===== src/rtl/blockmem_pkg.sv =====
// ============================================================================
// Module      : blockmem_pkg
// Description : Shared types and constants for the blockmem read-stream front
//               end: FSM state encoding and read-buffer sizing.
// Ports       : none (package)
// Revision    : 1.0 - initial release
// ============================================================================
`default_nettype none

package blockmem_pkg;

  // Read-side burst FSM. Explicit 1-bit encoding.
  typedef enum logic [0:0] {
    IDLE  = 1'b0,
    BURST = 1'b1
  } rd_state_t;

  // Output buffer depth. Two entries cover the one-cycle memory latency plus
  // one beat of back-pressure, which is what sustains one beat per cycle.
  localparam int C_RDBUF_DEPTH = 2;

  // Occupancy counter width (must represent 0..C_RDBUF_DEPTH).
  localparam int C_RDBUF_CNTW  = $clog2(C_RDBUF_DEPTH + 1);

endpackage : blockmem_pkg

`default_nettype wire


===== src/rtl/blockmem_skid_fifo.sv =====
// ============================================================================
// Module      : blockmem_skid_fifo
// Description : Two-entry synchronous FIFO used as the read-data output
//               buffer. Simultaneous push and pop is legal in every state,
//               including full (the popped slot is refilled in the same
//               cycle).
// Ports       : clk, resetn     - clock, asynchronous active-low reset
//               push, din       - write strobe and data
//               pop             - read strobe (head consumed this cycle)
//               dout            - head entry
//               cnt/empty/full  - occupancy status
// Revision    : 1.0 - initial release
// ============================================================================
`default_nettype none

module blockmem_skid_fifo
  import blockmem_pkg::*;
#(
  parameter int G_WIDTH = 33
) (
  input  logic                    clk,
  input  logic                    resetn,
  input  logic                    push,
  input  logic [G_WIDTH-1:0]      din,
  input  logic                    pop,
  output logic [G_WIDTH-1:0]      dout,
  output logic [C_RDBUF_CNTW-1:0] cnt,
  output logic                    empty,
  output logic                    full
);

  // Pointers are single bits because the buffer is exactly two entries deep;
  // toggling a pointer is the wrap.
  logic [G_WIDTH-1:0]      mem_q [0:C_RDBUF_DEPTH-1];
  logic [G_WIDTH-1:0]      mem_d [0:C_RDBUF_DEPTH-1];
  logic                    wr_ptr_q, wr_ptr_d;
  logic                    rd_ptr_q, rd_ptr_d;
  logic [C_RDBUF_CNTW-1:0] cnt_q, cnt_d;

  logic do_push;
  logic do_pop;

  assign empty = (cnt_q == '0);
  assign full  = (cnt_q == C_RDBUF_CNTW'(C_RDBUF_DEPTH));
  assign cnt   = cnt_q;
  assign dout  = mem_q[rd_ptr_q];

  always_comb begin
    // A push into a full buffer is only accepted when the head leaves in the
    // same cycle, so stored data is never overwritten.
    do_pop   = pop & ~empty;
    do_push  = push & (~full | do_pop);

    mem_d    = mem_q;
    wr_ptr_d = wr_ptr_q;
    rd_ptr_d = rd_ptr_q;

    if (do_push) begin
      mem_d[wr_ptr_q] = din;
      wr_ptr_d        = ~wr_ptr_q;
    end
    if (do_pop) begin
      rd_ptr_d = ~rd_ptr_q;
    end

    cnt_d = cnt_q + C_RDBUF_CNTW'(do_push) - C_RDBUF_CNTW'(do_pop);
  end

  always_ff @(posedge clk or negedge resetn) begin
    if (!resetn) begin
      mem_q    <= '{default: '0};
      wr_ptr_q <= 1'b0;
      rd_ptr_q <= 1'b0;
      cnt_q    <= '0;
    end else begin
      mem_q    <= mem_d;
      wr_ptr_q <= wr_ptr_d;
      rd_ptr_q <= rd_ptr_d;
      cnt_q    <= cnt_d;
    end
  end

endmodule : blockmem_skid_fifo

`default_nettype wire


===== src/rtl/blockmem_rd_stream.sv =====
// ============================================================================
// Module      : blockmem_rd_stream
// Description : Read-side front end for blockmem_2p port B (single clock).
//               Accepts a burst request, issues incrementing wrap-around
//               reads, captures the data after the one-cycle memory latency
//               and presents it as a valid/ready stream with a last flag.
// Ports       : clk, resetn                      - clock, async active-low rst
//               req_valid/req_ready/addr/len      - burst request handshake
//               mem_en/mem_addr/mem_dout          - memory port B
//               m_valid/m_ready/m_data/m_last     - output stream
//               busy                              - any burst activity pending
// Revision    : 1.0 - initial release
// ============================================================================
`default_nettype none

module blockmem_rd_stream
  import blockmem_pkg::*;
#(
  parameter int G_DATAWIDTH = 32,
  parameter int G_MEMDEPTH  = 1024,
  parameter int G_ADDRWIDTH = $clog2(G_MEMDEPTH),
  parameter int G_LENWIDTH  = 8
) (
  input  logic                   clk,
  input  logic                   resetn,
  // burst request
  input  logic                   req_valid,
  output logic                   req_ready,
  input  logic [G_ADDRWIDTH-1:0] req_addr,
  input  logic [G_LENWIDTH-1:0]  req_len,
  // memory port B
  output logic                   mem_en,
  output logic [G_ADDRWIDTH-1:0] mem_addr,
  input  logic [G_DATAWIDTH-1:0] mem_dout,
  // output stream
  output logic                   m_valid,
  input  logic                   m_ready,
  output logic [G_DATAWIDTH-1:0] m_data,
  output logic                   m_last,
  output logic                   busy
);

  localparam int C_OUTW = C_RDBUF_CNTW + 1;

  rd_state_t               state_q, state_d;
  logic [G_ADDRWIDTH-1:0]  addr_q, addr_d;
  logic [G_LENWIDTH-1:0]   beats_q, beats_d;
  logic                    inflight_q, inflight_d;
  logic                    last_tag_q, last_tag_d;
  // Held low through reset and for the first edge after it, so req_ready is
  // not advertised while the block is still held in reset.
  logic                    alive_q, alive_d;

  logic                    issue;
  logic                    issue_last;
  logic                    credit_ok;
  logic                    pop;
  logic [C_OUTW-1:0]       outstanding;

  logic [C_RDBUF_CNTW-1:0] fifo_cnt;
  logic                    fifo_empty;
  logic                    fifo_full;
  logic [G_DATAWIDTH:0]    fifo_dout;

  // --------------------------------------------------------------------------
  // Credit: beats that will occupy the buffer once the in-flight read lands,
  // after this cycle's pop. A new read may only be issued while that is below
  // the buffer depth, so every captured word has a slot waiting for it.
  // --------------------------------------------------------------------------
  assign pop         = m_valid & m_ready;
  assign outstanding = C_OUTW'(fifo_cnt) + C_OUTW'(inflight_q) - C_OUTW'(pop);
  assign credit_ok   = (outstanding < C_OUTW'(C_RDBUF_DEPTH)) & ~(fifo_full & ~pop);

  // --------------------------------------------------------------------------
  // FSM: state register
  // --------------------------------------------------------------------------
  always_ff @(posedge clk or negedge resetn) begin
    if (!resetn) begin
      state_q    <= IDLE;
      addr_q     <= '0;
      beats_q    <= '0;
      inflight_q <= 1'b0;
      last_tag_q <= 1'b0;
      alive_q    <= 1'b0;
    end else begin
      state_q    <= state_d;
      addr_q     <= addr_d;
      beats_q    <= beats_d;
      inflight_q <= inflight_d;
      last_tag_q <= last_tag_d;
      alive_q    <= alive_d;
    end
  end

  // --------------------------------------------------------------------------
  // FSM: next-state logic
  // --------------------------------------------------------------------------
  always_comb begin
    state_d = state_q;
    unique case (state_q)
      IDLE: begin
        if (req_valid && req_ready) begin
          state_d = BURST;
        end
      end
      BURST: begin
        if (issue_last) begin
          state_d = IDLE;
        end
      end
      default: state_d = IDLE;
    endcase
  end

  // --------------------------------------------------------------------------
  // FSM: outputs (request handshake and memory port)
  // --------------------------------------------------------------------------
  always_comb begin
    req_ready  = 1'b0;
    issue      = 1'b0;
    unique case (state_q)
      IDLE:    req_ready = alive_q;
      BURST:   issue     = credit_ok;
      default: ;
    endcase
    issue_last = issue & (beats_q == '0);
    mem_en     = issue;
    mem_addr   = issue ? addr_q : '0;
  end

  // --------------------------------------------------------------------------
  // Address / beat counters and read-latency tracking
  // --------------------------------------------------------------------------
  always_comb begin
    addr_d     = addr_q;
    beats_d    = beats_q;
    alive_d    = 1'b1;
    inflight_d = issue;
    last_tag_d = issue_last;

    if (req_valid && req_ready) begin
      addr_d  = req_addr;
      beats_d = req_len;
    end else if (issue) begin
      // Depth need not be a power of two, so wrap explicitly.
      if (addr_q == G_ADDRWIDTH'(G_MEMDEPTH - 1)) begin
        addr_d = '0;
      end else begin
        addr_d = addr_q + G_ADDRWIDTH'(1);
      end
      beats_d = beats_q - G_LENWIDTH'(1);
    end
  end

  // --------------------------------------------------------------------------
  // Output buffer: captures {last, data} the cycle the memory output is valid
  // --------------------------------------------------------------------------
  blockmem_skid_fifo #(
    .G_WIDTH (G_DATAWIDTH + 1)
  ) u_rdbuf (
    .clk    (clk),
    .resetn (resetn),
    .push   (inflight_q),
    .din    ({last_tag_q, mem_dout}),
    .pop    (pop),
    .dout   (fifo_dout),
    .cnt    (fifo_cnt),
    .empty  (fifo_empty),
    .full   (fifo_full)
  );

  assign m_valid = ~fifo_empty;
  assign m_data  = fifo_dout[G_DATAWIDTH-1:0];
  // The head slot keeps its old contents after draining; qualify the flag.
  assign m_last  = fifo_dout[G_DATAWIDTH] & m_valid;
  assign busy    = (state_q == BURST) | inflight_q | ~fifo_empty;

endmodule : blockmem_rd_stream

`default_nettype wire


===== config.mk =====
export PLATFORM = sky130hd
export DESIGN_NAME = blockmem_rd_stream
export DESIGN_NICKNAME = d
export VERILOG_FILES = /design/src/rtl/blockmem_pkg.sv /design/src/rtl/blockmem_skid_fifo.sv /design/src/rtl/blockmem_rd_stream.sv
export SDC_FILE = /design/constraint.sdc
export NUM_CORES = 1
export LEC_CHECK = 0
export ABC_CLOCK_PERIOD_IN_PS = 8450
export BUFFER_PORTS_ARGS = -buffer_cell sky130_fd_sc_hd__buf_2
export CAP_MARGIN = 40
export CORE_MARGIN = 10
export CORE_UTILIZATION = 45
export CTS_BUF_LIST = sky130_fd_sc_hd__clkbuf_4 sky130_fd_sc_hd__clkbuf_8
export DETAILED_ROUTE_END_ITERATION = 6
export GPL_TIMING_DRIVEN = 1
export PLACE_DENSITY = 0.68
export SYNTH_ARGS = -nofsm -noshare
export SYNTH_HDL_FRONTEND = slang
export SYNTH_SLANG_ARGS = --single-unit

===== constraint.sdc =====
create_clock -name clk -period 8.45 [get_ports clk]
set_input_delay 1.69 -clock clk [delete_from_list [all_inputs] [get_ports clk]]
set_output_delay 1.69 -clock clk [all_outputs]
set_load 0.01 [all_outputs]

==> results.toml <==
[clock_network]
worstSkewPairLatency_ns = 0.35
clock_tree.htree_level_count = 3
post_cts_resized = 0
clock_tree_from_tritoncts = "yes"
numClockSinks = 92
cts_buffer_depth = 2
cts_setup_buffers = 0
ctsHoldBuffers = 0
clk_transition_reported_paths_ns = 0.09
root_buffer = "clkbuf_8"
cts_made_buffers = 9

[critical_path]
worst-setup-path-type = "in -> out"
crit_fanout = 25
cp_data_arrival_time_ns = 4.13
startpoint_type = "input pin"
timing.reg2reg.worst_path_depth = 12
worst-endpoint-required_ns = 6.76
setup.worst_path.end_class = "output port"

[synth]
count_of_flip_flops_with_a_built_in_enable_after_synthesis = 0
post_synth_inst_count = 341
synthFlopType = "dfrtp_1"
yosysWarnings = 0
syn-mean-instance-area_um2 = 13.3
netlist.area_leader.share = 0.509
synth-seq-area-share = 0.509
synthArstFlopShare = 1.00
synthTopCellsByArea = "dfrtp_1 (51%), mux2_2 (18%), mux2_4 (10%)"
yosys.cell_types.count = 50
yosys_register_bits = 92
synth_area_leader_cell = "dfrtp_1"
mappedNetlistArea_um2 = 4520
net_count_of_the_mapped_netlist = 401

[floorplanning]
core-area_um2 = 9770
floorplan.rows = 36
io_pins = 101
floorplan.die.height_um = 120
dieWidth_um = 120
floorplan.initialDensity = 0.463
floorplan.die_area_um2 = 14500

[finish]
n_fill_cell = 868
final_core_utilization = 0.547
regArea_um2 = 2300
insertedDiodeCount = 0
multi_input_area_um2 = 2070
fraction_of_final_layout_cells_sized_beyond_drive_strength_1 = 0.511
nets = 499
syn2layout_area_growth_pct = 18.2

[sta]
fin_tns_setup_ns = 0
grt_setup_unrepaired = "false"
worst_pin_slew_ns = 0.806
crit_share_post_route = 0.688
slew_headroom = 0.463
clock.fmax_mhz = 172
hold-worst-slack_ns = 0.509
slew_viol_final = 0
setup_viol = 0
clock_skew_ns = 0.00852
fin_crit_ns = 5.82
final-hold-violation-count = 0

[drt]
wl_per_cell_um = 17.2
antenna_violating_nets_post_route = 0
wirelength_mm = 9.94
vias_per_cell = 5.18
initial_drc_count = 115
vias = 2991
remaining_design_rule_violation_count = 0
detailedRoute.firstPassIterationCount = 4

[pwr]
switching_share = 0.355
report.power.total_w = 0.00210
p_comb_frac = 0.460
power_report.internal_total_w = 0.00135
clock_power_share = 0.159
switch_pwr_w = 0.000745
leakagePower_nw = 2.53
vdd_drop_max_mv = 0.171
power.density_cell_area_nw_per_um2 = 392
power.share.sequential = 0.381

[job]
maxCapViolCount = 0

[global_routing]
grt_pass1_vias = 3273
overflow = 0
initial_antenna_violation_count = 0
grt_first_pass_wirelength_mm = 16.6
gr-usage-all-layers = 0.137
grt_max_degree = 55

[placement]
placement.io_buffers = 100
hpwl_mm = 7.14
routabilityCongestion = 0.742

[min_path]
hold_path_depth = 1
min_path_type = "reg -> reg"

[outcome]
outcome = "finished, final reports clean"
## synthesized netlist by cell type (6+ instances only)
| library cell | count |
|---|---|
| dfrtp_1 | 92 |
| mux2_2 | 72 |
| mux2_4 | 30 |
| nor2_1 | 13 |
| nand2_1 | 12 |
| inv_1 | 10 |
| and2_1 | 9 |
| mux2i_1 | 7 |
| o21ai_0 | 7 |
| nor3_1 | 6 |
## through the flow
step                std cells  worst slack (ns)  area, um2
floorplan                 341              3.08       4520
global placement          561              2.68       5110
detailed placement        561              2.63       5110
CTS                       577              2.62       5350
global route              577              2.38       5350
finish                    577              2.63       5350
## power groups by stage
stage	Sequential [W]	Clock (W)	Combinational (W)
final	0.000799	0.000334	0.000965
after global routing	0.000832	0.000363	0.00106
after CTS	0.000798	0.000346	0.000983
after detailed placement	0.000805	0	0.000976
after global placement	0.000789	0	0.000957
after floorplan	0.000748	0	0.000740
## kinds of logic (layout without fill, tap and decap cells)
kind of cell	after synthesis	in the layout	share of synthesized area
other	1	1	0.000829
adder cells (fa/ha/maj)	6	6	0.0183
AND/OR/NAND/NOR	64	64	0.0747
XOR/XNOR	5	5	0.00969
AO/OA/AOI/OAI	35	35	0.0578
flip-flops	92	92	0.509
buffers and inverters	29	132	0.0351
multiplexers	109	109	0.294
## worst paths after layout
kind                                    from                end  slack (ns)
min in group asynchronous             resetn  u_rdbuf.mem_q[31]        1.29
setup / recovery                     m_ready        mem_addr[3]        2.63
hold / removal             u_rdbuf.mem_q[15]  u_rdbuf.mem_q[15]        0.51
max in group asynchronous             resetn  u_rdbuf.mem_q[41]        6.10
setup reg to reg              u_rdbuf.cnt[1]          addr_q[3]        5.15
hold reg to reg            u_rdbuf.mem_q[15]  u_rdbuf.mem_q[15]        0.51
## area by class of cell
class	count	area share
tap	133	0.0311
clock buffer	10	0.0257
clock inverter	6	0.0176
inverter	12	0.00842
timing repair buffer	104	0.0997
sequential	92	0.431
multi-input combinational	220	0.387
## cells in the final DEF, fill, tap and decap left out, types with 7 or more instances in the layout
master / count
inv_1: 10
buf_2: 99
dfrtp_1: 92
nand2_1: 12
and2_1: 9
mux2i_1: 7
o21ai_0: 7
mux2_2: 72
clkbuf_8: 10
nor2_1: 13
mux2_4: 30
## sequential cells by signal, summed over array words and instances (netlist names)
signal / cells
addr_q: 10
alive_q: 1
beats_q: 8
inflight_q: 1
last_tag_q: 1
state_q: 1
u_rdbuf.cnt: 2
u_rdbuf.mem_q: 66
u_rdbuf.rd_ptr_q: 1
u_rdbuf.wr_ptr_q: 1
## per-layer routing
layer	global-route usage	up-vias	wire length [um]
met2	0.215	80	4620
met4	0.0324	0	70
li1	-	1421	-
met1	0.184	1481	4680
met5	0	-	0
met3	0.0386	9	577
## critical path, cell delays in order
cell and delay [ns]:
buf_2 0.11, and2_1 0.15, ha_1 0.27, inv_1 0.08, nand2_1 0.07, fa_1 0.38
o211ai_1 0.15, a21o_1 0.50, inv_2 0.32, and2_1 0.26, buf_2 0.14
(Power assumes the default switching activity.)
